--- config.mk ---
export PLATFORM = sky130hd
export DESIGN_NAME = alu_issue_queue_flat
export DESIGN_NICKNAME = d
export VERILOG_FILES = /design/src/rtl/alu_issue_queue_if.sv /design/src/rtl/alu_issue_queue.sv /design/src/flat_wrapper.sv
export SDC_FILE = /design/constraint.sdc
export NUM_CORES = 1
export LEC_CHECK = 0
export BUFFER_PORTS_ARGS = -buffer_cell sky130_fd_sc_hd__buf_4
export CORE_MARGIN = 2
export CORE_UTILIZATION = 40
export DETAILED_ROUTE_END_ITERATION = 10
export RECOVER_POWER = 25
export SLEW_MARGIN = 25
export SYNTH_ARGS = -nofsm -noshare
export SYNTH_HDL_FRONTEND = slang
export SYNTH_SLANG_ARGS = --single-unit
--- constraint.sdc ---
create_clock -name clk -period 2.3 [get_ports clk]
set_input_delay 0 -clock clk [delete_from_list [all_inputs] [get_ports clk]]
set_output_delay 0 -clock clk [all_outputs]
set_load 0.01 [all_outputs]
--- src/rtl/alu_issue_queue_if.sv ---
// Command/result bundle between an issue source, alu_issue_queue and its external ALU.
// The res_zero signal exists only when ALU_ISSUE_ZERO_FLAG_EN is defined.
interface alu_issue_queue_if #(
    parameter int DEPTH = 4
);
    localparam int CW = $clog2(DEPTH) + 1;

    logic          in_valid;
    logic          in_ready;
    logic [3:0]    in_a;
    logic [3:0]    in_b;
    logic          in_cin;
    logic [2:0]    in_ctrl;

    logic [3:0]    alu_a;
    logic [3:0]    alu_b;
    logic          alu_cin;
    logic [2:0]    alu_ctrl;
    logic [3:0]    alu_out;
    logic          alu_cout;

    logic          res_valid;
    logic          res_ready;
    logic [3:0]    res_data;
    logic          res_cout;
    logic [2:0]    res_ctrl;
`ifdef ALU_ISSUE_ZERO_FLAG_EN
    logic          res_zero;
`endif

    logic [CW-1:0] count;

    // master: the environment (command source, result sink and the ALU itself)
    modport master (
        output in_valid, in_a, in_b, in_cin, in_ctrl, res_ready, alu_out, alu_cout,
        input  in_ready, alu_a, alu_b, alu_cin, alu_ctrl,
        input  res_valid, res_data, res_cout, res_ctrl, count
`ifdef ALU_ISSUE_ZERO_FLAG_EN
        , input res_zero
`endif
    );

    modport slave (
        input  in_valid, in_a, in_b, in_cin, in_ctrl, res_ready, alu_out, alu_cout,
        output in_ready, alu_a, alu_b, alu_cin, alu_ctrl,
        output res_valid, res_data, res_cout, res_ctrl, count
`ifdef ALU_ISSUE_ZERO_FLAG_EN
        , output res_zero
`endif
    );
endinterface

--- src/rtl/alu_issue_queue.sv ---
// Command FIFO in front of a combinational ALU with a one-entry registered result stage.
// Optional zero flag on the result is enabled by defining ALU_ISSUE_ZERO_FLAG_EN.
module alu_issue_queue #(
    parameter int DEPTH = 4    // power of two, 2..16
) (
    input  logic             clk,
    input  logic             rst_n,
    alu_issue_queue_if.slave q
);
    localparam int PW = $clog2(DEPTH);
    localparam int CW = PW + 1;

    typedef struct packed {
        logic [3:0] a;
        logic [3:0] b;
        logic       cin;
        logic [2:0] ctrl;
    } cmd_t;

    cmd_t          mem [DEPTH];
    cmd_t          head;
    cmd_t          in_cmd;

    logic [PW-1:0] wr_ptr_reg;
    logic [PW-1:0] rd_ptr_reg;
    logic [CW-1:0] count_reg;
    logic          res_valid_reg;
    logic [3:0]    res_data_reg;
    logic          res_cout_reg;
    logic [2:0]    res_ctrl_reg;

    logic          not_empty;
    logic          in_ready;
    logic          push;
    logic          pop;

    assign not_empty = (count_reg != '0);
    assign in_ready  = (count_reg < CW'(DEPTH));
    assign push      = q.in_valid && in_ready;
    // The result stage frees up in the same cycle it is consumed downstream.
    assign pop       = not_empty && (!res_valid_reg || q.res_ready);

    assign in_cmd = '{a: q.in_a, b: q.in_b, cin: q.in_cin, ctrl: q.in_ctrl};
    assign head   = mem[rd_ptr_reg];

    assign q.in_ready = in_ready;
    assign q.alu_a    = not_empty ? head.a    : 4'b0;
    assign q.alu_b    = not_empty ? head.b    : 4'b0;
    assign q.alu_cin  = not_empty ? head.cin  : 1'b0;
    assign q.alu_ctrl = not_empty ? head.ctrl : 3'b0;

    assign q.res_valid = res_valid_reg;
    assign q.res_data  = res_data_reg;
    assign q.res_cout  = res_cout_reg;
    assign q.res_ctrl  = res_ctrl_reg;
    assign q.count     = count_reg;

    // Storage is never reset; occupancy alone decides which entries are live.
    always_ff @(posedge clk) begin
        if (push) begin
            mem[wr_ptr_reg] <= in_cmd;
        end
    end

    always_ff @(posedge clk or negedge rst_n) begin
        if (!rst_n) begin
            wr_ptr_reg    <= '0;
            rd_ptr_reg    <= '0;
            count_reg     <= '0;
            res_valid_reg <= 1'b0;
            res_data_reg  <= 4'b0;
            res_cout_reg  <= 1'b0;
            res_ctrl_reg  <= 3'b0;
        end else begin
            if (push) begin
                wr_ptr_reg <= wr_ptr_reg + PW'(1);
            end
            if (pop) begin
                rd_ptr_reg <= rd_ptr_reg + PW'(1);
            end
            if (push && !pop) begin
                count_reg <= count_reg + CW'(1);
            end else if (!push && pop) begin
                count_reg <= count_reg - CW'(1);
            end

            if (pop) begin
                res_valid_reg <= 1'b1;
                res_data_reg  <= q.alu_out;
                res_cout_reg  <= q.alu_cout;
                res_ctrl_reg  <= head.ctrl;
            end else if (q.res_ready) begin
                res_valid_reg <= 1'b0;
            end
        end
    end

`ifdef ALU_ISSUE_ZERO_FLAG_EN
    logic res_zero_reg;

    always_ff @(posedge clk or negedge rst_n) begin
        if (!rst_n) begin
            res_zero_reg <= 1'b0;
        end else if (pop) begin
            res_zero_reg <= (q.alu_out == 4'b0000);
        end
    end

    assign q.res_zero = res_zero_reg;
`endif
endmodule

--- src/flat_wrapper.sv ---
// flat-port wrapper written by rule: the top's interface ports become plain ports
module alu_issue_queue_flat 
#(
    parameter int DEPTH = 4                          
)
  (clk, rst_n, q_in_valid, q_in_a, q_in_b, q_in_cin, q_in_ctrl, q_res_ready, q_alu_out, q_alu_cout, q_in_ready, q_alu_a, q_alu_b, q_alu_cin, q_alu_ctrl, q_res_valid, q_res_data, q_res_cout, q_res_ctrl, q_count);
  alu_issue_queue_if #(.DEPTH(DEPTH)) q_i ();
  input  logic clk;
  input  logic rst_n;
  input wire logic [$bits(q_i.in_valid)-1:0] q_in_valid;
  input wire logic [$bits(q_i.in_a)-1:0] q_in_a;
  input wire logic [$bits(q_i.in_b)-1:0] q_in_b;
  input wire logic [$bits(q_i.in_cin)-1:0] q_in_cin;
  input wire logic [$bits(q_i.in_ctrl)-1:0] q_in_ctrl;
  input wire logic [$bits(q_i.res_ready)-1:0] q_res_ready;
  input wire logic [$bits(q_i.alu_out)-1:0] q_alu_out;
  input wire logic [$bits(q_i.alu_cout)-1:0] q_alu_cout;
  output wire logic [$bits(q_i.in_ready)-1:0] q_in_ready;
  output wire logic [$bits(q_i.alu_a)-1:0] q_alu_a;
  output wire logic [$bits(q_i.alu_b)-1:0] q_alu_b;
  output wire logic [$bits(q_i.alu_cin)-1:0] q_alu_cin;
  output wire logic [$bits(q_i.alu_ctrl)-1:0] q_alu_ctrl;
  output wire logic [$bits(q_i.res_valid)-1:0] q_res_valid;
  output wire logic [$bits(q_i.res_data)-1:0] q_res_data;
  output wire logic [$bits(q_i.res_cout)-1:0] q_res_cout;
  output wire logic [$bits(q_i.res_ctrl)-1:0] q_res_ctrl;
  output wire logic [$bits(q_i.count)-1:0] q_count;
  assign q_i.in_valid = q_in_valid;
  assign q_i.in_a = q_in_a;
  assign q_i.in_b = q_in_b;
  assign q_i.in_cin = q_in_cin;
  assign q_i.in_ctrl = q_in_ctrl;
  assign q_i.res_ready = q_res_ready;
  assign q_i.alu_out = q_alu_out;
  assign q_i.alu_cout = q_alu_cout;
  assign q_in_ready = q_i.in_ready;
  assign q_alu_a = q_i.alu_a;
  assign q_alu_b = q_i.alu_b;
  assign q_alu_cin = q_i.alu_cin;
  assign q_alu_ctrl = q_i.alu_ctrl;
  assign q_res_valid = q_i.res_valid;
  assign q_res_data = q_i.res_data;
  assign q_res_cout = q_i.res_cout;
  assign q_res_ctrl = q_i.res_ctrl;
  assign q_count = q_i.count;
  alu_issue_queue #(.DEPTH(DEPTH)) u_core (.clk(clk), .rst_n(rst_n), .q(q_i));
endmodule
==> results of run 1 <==
==> power by group through the flow <==
stage          logic [mW]  registers [mW]  clock network [mW]
2_1_floorplan        1.01            1.69                   0
3_3_place_gp         1.53            1.72                   0
3_5_place_dp         1.55            1.75                   0
4_1_cts              1.59            1.73                1.05
5_1_grt              1.70            1.76                1.10
6_report             1.55            1.72                1.03
==> routing by layer <==
layer,vias up,share of wire (%)
met1,711,43
met2,27,51
met5,-,0
met4,0,1.4
li1,644,-
met3,8,4.0
==> synthesized netlist by cell type <==
| cell type | number |
|---|---|
| nor2b_4 | 2 |
| xor2_1 | 2 |
| clkbuf_1 | 1 |
| buf_6 | 2 |
| nor3_4 | 1 |
| buf_12 | 1 |
| mux4_1 | 1 |
| dfrtp_1 | 16 |
| ha_1 | 5 |
| nand3b_1 | 1 |
| mux4_2 | 11 |
| nand2_1 | 2 |
| inv_1 | 5 |
| mux2_1 | 5 |
| o21ai_0 | 1 |
| nand2b_1 | 1 |
| buf_2 | 2 |
| and2_1 | 4 |
| edfxtp_1 | 48 |
| mux2_4 | 3 |
| nor2_1 | 1 |
| fa_1 | 1 |
| nor2b_2 | 1 |
| xnor2_1 | 4 |
| mux2_2 | 1 |
| nor2b_1 | 11 |
==> per-stage QoR <==
step / hold WS, ns / util (%)
6_report: 0.128 / 53.9
5_1_grt: 0.159 / 53.9
4_1_cts: 0.0468 / 54.3
3_5_place_dp: -0.126 / 48.0
3_3_place_gp: -0.133 / 48.0
2_1_floorplan: -0.296 / -
==> kinds of logic (layout without fill, tap and decap cells) <==
| logic type | Yosys count | after routing |
|---|---|---|
| AOI/OAI and AO/OA | 1 | 1 |
| DFF | 64 | 64 |
| muxes | 21 | 21 |
| adders and majority gates | 6 | 6 |
| buffers and inverters | 11 | 92 |
| xor gates and xnor gates | 6 | 6 |
| and+or+nand+nor | 24 | 24 |
==> cell type report <==
| cell class | instances | area (µm²) |
|---|---|---|
| repair buffers | 71 | 554 |
| inverters | 5 | 18.8 |
| clock buffers | 11 | 131 |
| fillers | 509 | 2930 |
| well taps | 77 | 96.3 |
| multi-input cells | 58 | 698 |
| clock inverters | 5 | 81.3 |
| flip-flops and latches | 64 | 1840 |
==> worst max path at each step <==
stage          cells past startpoint                            end
2_1_floorplan                     10  u_core.q.count[2]$_DFFE_PN0P_
3_3_place_gp                       9  u_core.q.count[2]$_DFFE_PN0P_
3_5_place_dp                       9  u_core.q.count[2]$_DFFE_PN0P_
4_1_cts                            4                     q_alu_b[2]
5_1_grt                            4                     q_alu_b[2]
6_report                           4                     q_alu_b[2]
==> worst max-delay path: cells and delay by family, from the launching register on <==
kind	cells	cell delay, ns
mux	1	0.56
flops	1	0.55
buf+inv	2	0.45
simple gates	1	0.15
==> timing repair <==
action / in CTS / in global routing
setup endpoints to repair: 0 / 0
endpoints found under the hold margin: 70 / 0
hold buffers: 19 / 0
==> flow_summary.json, run 1 <==
{
  "yosys.area_share.simple_pct": 6.56,
  "cts_setup_buffers": 0,
  "ant_nets": 0,
  "place_hpwl_um": 3120,
  "final_net_count": 236,
  "seq_power_share_pct": 40.0,
  "hold_path.class": "in -> reg",
  "top_usage_layer": "met2",
  "yosysUniqueCellTypes": 26,
  "gp_congestion": 0.662,
  "grt_use_met2_pct": 24.3,
  "largest_reg_flops": 48,
  "track_usage_pct": 14.6,
  "vias_per_cell": 4.78,
  "clockBufferDepth": 2,
  "grt_pass1_vias": 1519,
  "worstPathCellList": "buf_4, mux4_1, nor2b_1, buf_4",
  "diodes": 0,
  "fin_crit_sh_pct": 88.9,
  "setup-tns-final_ns": 0,
  "num_io_pins": 46,
  "place_ws_ns": 0.411,
  "grt_antenna_before_repair": 0,
  "layout_commonest_cell": "edfxtp_1",
  "row_count": 29,
  "worst_pin_slew_ns": 0.884,
  "startpoint_type": "register",
  "synthAdderAreaFrac_pct": 3.16,
  "cts.htree.levels": 3,
  "final_area_mm2": 0.00342,
  "use_met1_pct": 17.5,
  "synth-seq-cells": 64,
  "routed_wl_um": 4610,
  "grt_max_degree": 17,
  "syn-cell-area_mm2": 0.00262,
  "fp.coreArea_mm2": 0.00635,
  "setup_ws_ns": 0.256,
  "yosys-mux-area-fraction_pct": 14.8,
  "critPathMaxStageDelay_ns": 0.56,
  "fmax_mhz": 489,
  "die_area_mm2": 0.00720,
  "ir_worst_vdd_v": 0.000628,
  "cp_max_fo": 9,
  "slowest_stage": "mux4_1",
  "die_width_um": 84.9,
  "reg2reg_to": "u_core.q.count[2]$_DFFE_PN0P_",
  "p_leak_nw": 1.32,
  "ys_warn_count": 0,
  "timing.rr.start": "u_core.q.count[0]$_DFFE_PN0P_",
  "hold_end": "u_core.wr_ptr_reg[0]$_DFFE_PN0P_",
  "synth_top_area_cell": "edfxtp_1",
  "final_cells": 291,
  "grt_use_met3_pct": 5.74,
  "cts.sinks": 64,
  "dieHeight_um": 84.9,
  "first_pass_iters": 4,
  "setup_violations": 0,
  "p_clk_share_pct": 23.9,
  "syn-num-nets": 160,
  "dp.cells": 256,
  "reg2regPathDepth": 9,
  "p_comb_share_pct": 36.1,
  "r2r_slack_ns": 0.42,
  "crit_required_ns": 2.30,
  "relSlewSlack_pct": 41.1,
  "synth-seq-area-share_pct": 70.4,
  "portBuffers": 45,
  "syn_avg_cell_area_um2": 19.7,
  "rsz0062_at_grt": "no",
  "swShare_pct": 29.7,
  "synth_top_family_by_area": "multiplexers",
  "crit_start": "u_core.rd_ptr_reg[0]$_DFFE_PN0P_",
  "crit_arrival_ns": 2.04,
  "ys_top_cells_by_area": "edfxtp_1 55%, dfrtp_1 15%, mux4_2 9.5%",
  "synth_compound_area_share_pct": 0.191,
  "fin_crit_ns": 2.04,
  "cts-resized-gates": 0,
  "powerDensity_mw_per_mm2": 1250,
  "vias": 1390,
  "layout-drive-gt1-share_pct": 36.4,
  "grt_pass1_wl_um": 7740,
  "insertion_delay_ns": 0.34,
  "crit_type": "reg -> out",
  "clkTransAtPathRegs_ns": 0.06,
  "final_cell_mix": "48 x edfxtp_1, 45 x buf_4, 19 x dlygate4sd3_1",
  "synth_top_area_share_pct": 55.1,
  "crit_path_end_kind": "output pin",
  "initial_core_util_pct": 41.2,
  "wl_per_cell_um": 15.8,
  "p_int_mw": 3.02,
  "cts_tree": "yes",
  "synth_xor_area_share_pct": 2.01,
  "remaining_drc_errors": 0,
  "syn2layout_area_growth_pct": 30.9,
  "hold_viol_final": 0,
  "total_power_mw": 4.29,
  "cts-root-buf": "clkbuf_8",
  "drv_slew": 0,
  "drtIter0Drc": 74,
  "synth_cells": 133,
  "grt_overflow": 0,
  "path_common_cell": "buf_4",
  "min_path_cells": 4,
  "skew_ns": 0.00738,
  "cap_violations": 0,
  "min_from": "q_in_valid",
  "run_status": "complete, no violations",
  "p_sw_mw": 1.28,
  "cts_made_buffers": 9,
  "place_area_mm2": 0.00305
}
(Power assumes the default switching activity.)
==> run 2: changes to the inputs <==
--- a/config.mk
+++ b/config.mk
@@ -5,10 +5,10 @@
 export SDC_FILE = /design/constraint.sdc
 export NUM_CORES = 1
 export LEC_CHECK = 0
-export BUFFER_PORTS_ARGS = -buffer_cell sky130_fd_sc_hd__buf_4
 export CORE_MARGIN = 2
-export CORE_UTILIZATION = 40
+export CORE_UTILIZATION = 36
 export DETAILED_ROUTE_END_ITERATION = 10
+export DONT_BUFFER_PORTS = 1
 export RECOVER_POWER = 25
 export SLEW_MARGIN = 25
 export SYNTH_ARGS = -nofsm -noshare
==> flow_summary.json, run 2 (same netlist as run 1, synthesis figures left out) <==
{
  "final_net_count": 190,
  "relSlewSlack_pct": 52.1,
  "ir_worst_vdd_v": 0.000515,
  "final_cells": 267,
  "startpoint_type": "register",
  "setup-tns-final_ns": 0,
  "cts.sinks": 64,
  "vias_per_cell": 4.62,
  "grt_pass1_wl_um": 6870,
  "fin_crit_ns": 1.93,
  "num_io_pins": 46,
  "place_area_mm2": 0.00273,
  "row_count": 31,
  "skew_ns": 0.00514,
  "fp.coreArea_mm2": 0.00714,
  "layout_commonest_cell": "edfxtp_1",
  "drtIter0Drc": 40,
  "layout-drive-gt1-share_pct": 24.4,
  "wl_per_cell_um": 16.8,
  "path_common_cell": "inv_1",
  "clockBufferDepth": 2,
  "ant_nets": 0,
  "critPathMaxStageDelay_ns": 0.49,
  "grt_overflow": 0,
  "crit_type": "reg -> reg",
  "hold_viol_final": 0,
  "worstPathCellList": "nor3_4, nor2b_1, inv_1, ha_1, inv_1, fa_1, xor2_1, nor2_1, xnor2_1",
  "diodes": 0,
  "powerDensity_mw_per_mm2": 1270,
  "setup_violations": 0,
  "track_usage_pct": 12.2,
  "setup_ws_ns": 0.374,
  "crit_path_end_kind": "register",
  "dp.cells": 232,
  "largest_reg_flops": 48,
  "die_area_mm2": 0.00796,
  "cts.htree.levels": 3,
  "hold_path.class": "in -> reg",
  "final_cell_mix": "48 x edfxtp_1, 19 x dlygate4sd3_1, 16 x dfrtp_1",
  "path_buf_inv": 2,
  "rsz0062_at_grt": "no",
  "grt_max_degree": 17,
  "utilization_pct": 44.1,
  "grt_antenna_before_repair": 0,
  "fmax_mhz": 519,
  "cp_max_fo": 4,
  "place_hpwl_um": 3000,
  "clkTransAtPathRegs_ns": 0.07,
  "cap_violations": 0,
  "cp_top_family": "adder cells",
  "dieHeight_um": 89.2,
  "portBuffers": 0,
  "worst_pin_slew_ns": 0.717,
  "cts_tree": "yes",
  "timing.hold.ws_ns": 0.113,
  "cts-root-buf": "clkbuf_8",
  "crit_required_ns": 2.56,
  "first_pass_iters": 6,
  "insertion_delay_ns": 0.33,
  "p_leak_nw": 1.13,
  "initial_core_util_pct": 36.6,
  "cts_made_buffers": 9,
  "grt_pass1_vias": 1328,
  "routed_wl_um": 4480,
  "die_width_um": 89.2,
  "crit_arrival_ns": 2.18,
  "syn2layout_area_growth_pct": 20.2,
  "run_status": "complete, no violations",
  "fin_crit_sh_pct": 83.7,
  "cts-resized-gates": 0,
  "slowest_stage": "dfrtp_1",
  "gp_congestion": 0.656,
  "final_area_mm2": 0.00314,
  "total_power_mw": 3.98,
  "vias": 1233,
  "drv_slew": 0,
  "remaining_drc_errors": 0,
  "place_ws_ns": 0.370
}
run 2: cell count changes in the layout (fill, tap and decap cells not counted), sizes merged:
cell    previous run  this run
buf               45         6
clkbuf            18         9
inv                5         7
run 2: path summary, 6_finish.rpt:
| kind | depth (start not counted) | slack, ns | to | from |
|---|---|---|---|---|
| max | 9 | 0.37 | u_core.q.count[2]$_DFFE_PN0P_ | u_core.q.count[0]$_DFFE_PN0P_ |
| min | 4 | 0.11 | u_core.wr_ptr_reg[1]$_DFFE_PN0P_ | q_in_valid |
| max reg2reg | 9 | 0.37 | u_core.q.count[2]$_DFFE_PN0P_ | u_core.q.count[0]$_DFFE_PN0P_ |
| min reg2reg | 1 | 0.56 | u_core.q.res_data[3]$_DFFE_PN0P_ | u_core.q.res_data[3]$_DFFE_PN0P_ |
| max in group asynchronous | 1 | 1.68 | u_core.q.res_ctrl[2]$_DFFE_PN0P_ | rst_n |
| min in group asynchronous | 1 | 0.16 | u_core.q.count[2]$_DFFE_PN0P_ | rst_n |
run 2: what timing repair did:
action / 4_1_cts / 5_1_grt
hold buffers: 19 / 0
hold endpoints to repair: 70 / 0
setup buffers: 0 / 0
run 2: power breakdown:
group | switching [mW] | internal (mW) | total [mW]
logic | 0.573 | 0.595 | 1.17
clock network | 0.446 | 0.621 | 1.07
registers | 0.234 | 1.51 | 1.74
run 2: tightest hold or removal path: cells and delay by family:
kind | cells | cell delay [ns]
buf+inv | 1 | 0.16
simple gates | 2 | 0.19
compound gates | 1 | 0.06
run 2: routing by layer:
metal  wire, µm  up-vias  GRT usage [%]
li1           -      555              -
met1       1790      630           13.3
met2       2380       44           21.3
met3        282        4           5.36
met4         33        0           4.07
met5          0        -              0
run 2: cell type report:
cell class	count	area, µm²
clock inverters	7	103
repair buffers	25	235
fillers	651	3990
well taps	99	124
flip-flops and latches	64	1840
clock buffers	9	124
multi-input cells	58	698
inverters	5	18.8
==> run 3: changes to the inputs <==
--- a/config.mk
+++ b/config.mk
@@ -5,6 +5,7 @@
 export SDC_FILE = /design/constraint.sdc
 export NUM_CORES = 1
 export LEC_CHECK = 0
+export ABC_AREA = 1
 export CORE_MARGIN = 2
 export CORE_UTILIZATION = 36
 export DETAILED_ROUTE_END_ITERATION = 10
==> constraint.sdc (replaced) <==
create_clock -name clk -period 2 [get_ports clk]
set_input_delay 0 -clock clk [delete_from_list [all_inputs] [get_ports clk]]
set_output_delay 0 -clock clk [all_outputs]
set_load 0.01 [all_outputs]
==> flow_summary.json, run 3 <==
{
  "synth_top_area_cell": "edfxtp_1",
  "run_status": "complete, no violations",
  "synth_top_area_share_pct": 51.8,
  "num_io_pins": 46,
  "synth.most_common_cell": "nand2_1",
  "first_pass_iters": 6,
  "async_flop_share_pct": 25.0,
  "fin_crit_ns": 1.78,
  "cp_max_fo": 5,
  "cts_made_buffers": 9,
  "portBuffers": 0,
  "synthFlopType": "edfxtp_1",
  "relSlewSlack_pct": 52.6,
  "grt_overflow": 0,
  "synth_common_cells": "100 x nand2_1, 48 x edfxtp_1, 29 x inv_1",
  "synth-seq-cells": 64,
  "ant_nets": 0,
  "synth-seq-area-share_pct": 66.2,
  "grt_max_degree": 26,
  "synth-edff-count": 48,
  "cts.htree.levels": 3,
  "worst_pin_slew_ns": 0.708,
  "clockBufferDepth": 2,
  "insertion_delay_ns": 0.33,
  "die_width_um": 91.9,
  "drv_slew": 0,
  "synth_cells": 261,
  "setup_violations": 0,
  "crit_path_end_kind": "register",
  "row_count": 32,
  "grt_pass1_wl_um": 8940,
  "ir_worst_vdd_v": 0.000479,
  "vias": 1759,
  "largest_reg_flops": 48,
  "wl_per_cell_um": 13.8,
  "hold_viol_final": 0,
  "final_net_count": 320,
  "syn-num-nets": 288,
  "fin_crit_sh_pct": 88.9,
  "track_usage_pct": 14.1,
  "cap_violations": 0,
  "layout-drive-gt1-share_pct": 11.8,
  "syn-cell-area_mm2": 0.00278,
  "crit_type": "reg -> reg",
  "cts-root-buf": "clkbuf_8",
  "utilization_pct": 43.1,
  "startpoint_type": "register",
  "final_cell_mix": "100 x nand2_1, 48 x edfxtp_1, 29 x inv_1",
  "syn2layout_area_growth_pct": 17.8,
  "crit_required_ns": 2.21,
  "cts.sinks": 64,
  "p_leak_nw": 1.43,
  "rsz0062_at_grt": "no",
  "fmax_mhz": 562,
  "remaining_drc_errors": 0,
  "fp.coreArea_mm2": 0.00761,
  "vias_per_cell": 4.42,
  "cts_tree": "yes",
  "syn_avg_cell_area_um2": 10.7,
  "place_hpwl_um": 3450,
  "powerDensity_mw_per_mm2": 1420,
  "initial_core_util_pct": 36.6,
  "setup-tns-final_ns": 0,
  "hold_path.class": "in -> reg",
  "drtIter0Drc": 78,
  "crit_arrival_ns": 1.99,
  "clkTransAtPathRegs_ns": 0.06,
  "die_area_mm2": 0.00845,
  "gp_congestion": 0.713,
  "layout_commonest_cell": "nand2_1",
  "grt_antenna_before_repair": 0,
  "yosysUniqueCellTypes": 22,
  "routed_wl_um": 5500,
  "ys_warn_count": 0,
  "skew_ns": 0.00744,
  "dieHeight_um": 91.9,
  "diodes": 0,
  "grt_pass1_vias": 1793,
  "ys_top_cells_by_area": "edfxtp_1 52%, dfrtp_1 14%, nand2_1 13%"
}
run 3: timing repair:
item | CTS | global route
hold endpoints to repair | 72 | 0
setup endpoints to repair | 0 | 0
resized for setup | 0 | 0
hold buffers | 20 | 0
buffers inserted | 0 | 0
run 3: logic make-up (layout without fill, tap and decap cells):
family / after synthesis / count (layout) / share of synthesized area (%)
AND/OR/NAND/NOR: 130 / 130 / 18.8
flip-flops: 64 / 64 / 66.2
AO/OA/AOI/OAI: 12 / 12 / 2.43
XOR/XNOR: 5 / 5 / 1.57
buffers and inverters: 44 / 79 / 8.04
adder cells (fa/ha/maj): 6 / 6 / 2.97
run 3: path summary, 6_finish.rpt:
| check | from | end | slack [ns] | cells after the start |
|---|---|---|---|---|
| max in group asynchronous | rst_n | u_core.q.count[2]$_DFFE_PN0P_ | 1.39 | 1 |
| min in group asynchronous | rst_n | u_core.rd_ptr_reg[0]$_DFFE_PN0P_ | 0.16 | 1 |
| min reg2reg | u_core.q.res_data[2]$_DFFE_PN0P_ | u_core.q.res_data[2]$_DFFE_PN0P_ | 0.56 | 2 |
| min | q_res_ready | u_core.q.res_data[3]$_DFFE_PN0P_ | 0.03 | 4 |
| max | u_core.q.count[2]$_DFFE_PN0P_ | u_core.q.count[2]$_DFFE_PN0P_ | 0.22 | 9 |
| max reg2reg | u_core.q.count[2]$_DFFE_PN0P_ | u_core.q.count[2]$_DFFE_PN0P_ | 0.22 | 9 |
run 3: critical path: stages, from the launching register on:
cell and delay [ns]:
dfrtp_1 0.42, inv_2 0.16, nand2_1 0.11, inv_2 0.08, ha_1 0.16, inv_1 0.06
fa_1 0.38, nand2_1 0.08, nand3_1 0.08, xor2_1 0.14
run 3: area by class of cell:
| class | count | area [µm²] |
|---|---|---|
| Inverter | 34 | 133 |
| Tap cell | 102 | 128 |
| Multi-Input combinational cell | 153 | 718 |
| Clock buffer | 10 | 128 |
| Fill cell | 756 | 4330 |
| Timing Repair Buffer | 31 | 283 |
| Clock inverter | 4 | 47.5 |
| Sequential cell | 64 | 1840 |
run 3: metal layers:
layer | wire length [µm] | global-route usage, % | vias up
met3 | 238 | 4.77 | 4
met5 | 0 | 0 | -
met4 | 48 | 6.59 | 0
met1 | 2460 | 16.5 | 835
li1 | - | - | 890
met2 | 2750 | 23.3 | 30
run 3: through the flow:
step / instance area, µm² / setup WS [ns] / power, mW / std cells / hold WS (ns)
floorplan: 2780 / 0.112 / 3.30 / 261 / -0.296
global placement: 2900 / 0.268 / 3.62 / 364 / -0.295
detailed placement: 2900 / 0.233 / 3.65 / 364 / -0.295
CTS: 3280 / 0.212 / 4.73 / 398 / 0.00697
global route: 3280 / 0.0737 / 4.99 / 398 / 0.0369
finish: 3280 / 0.222 / 4.65 / 398 / 0.0252
run 3: power breakdown:
part           switching, mW  internal [mW]
Clock                  0.458          0.557
Combinational           1.10          0.549
Sequential             0.244           1.74
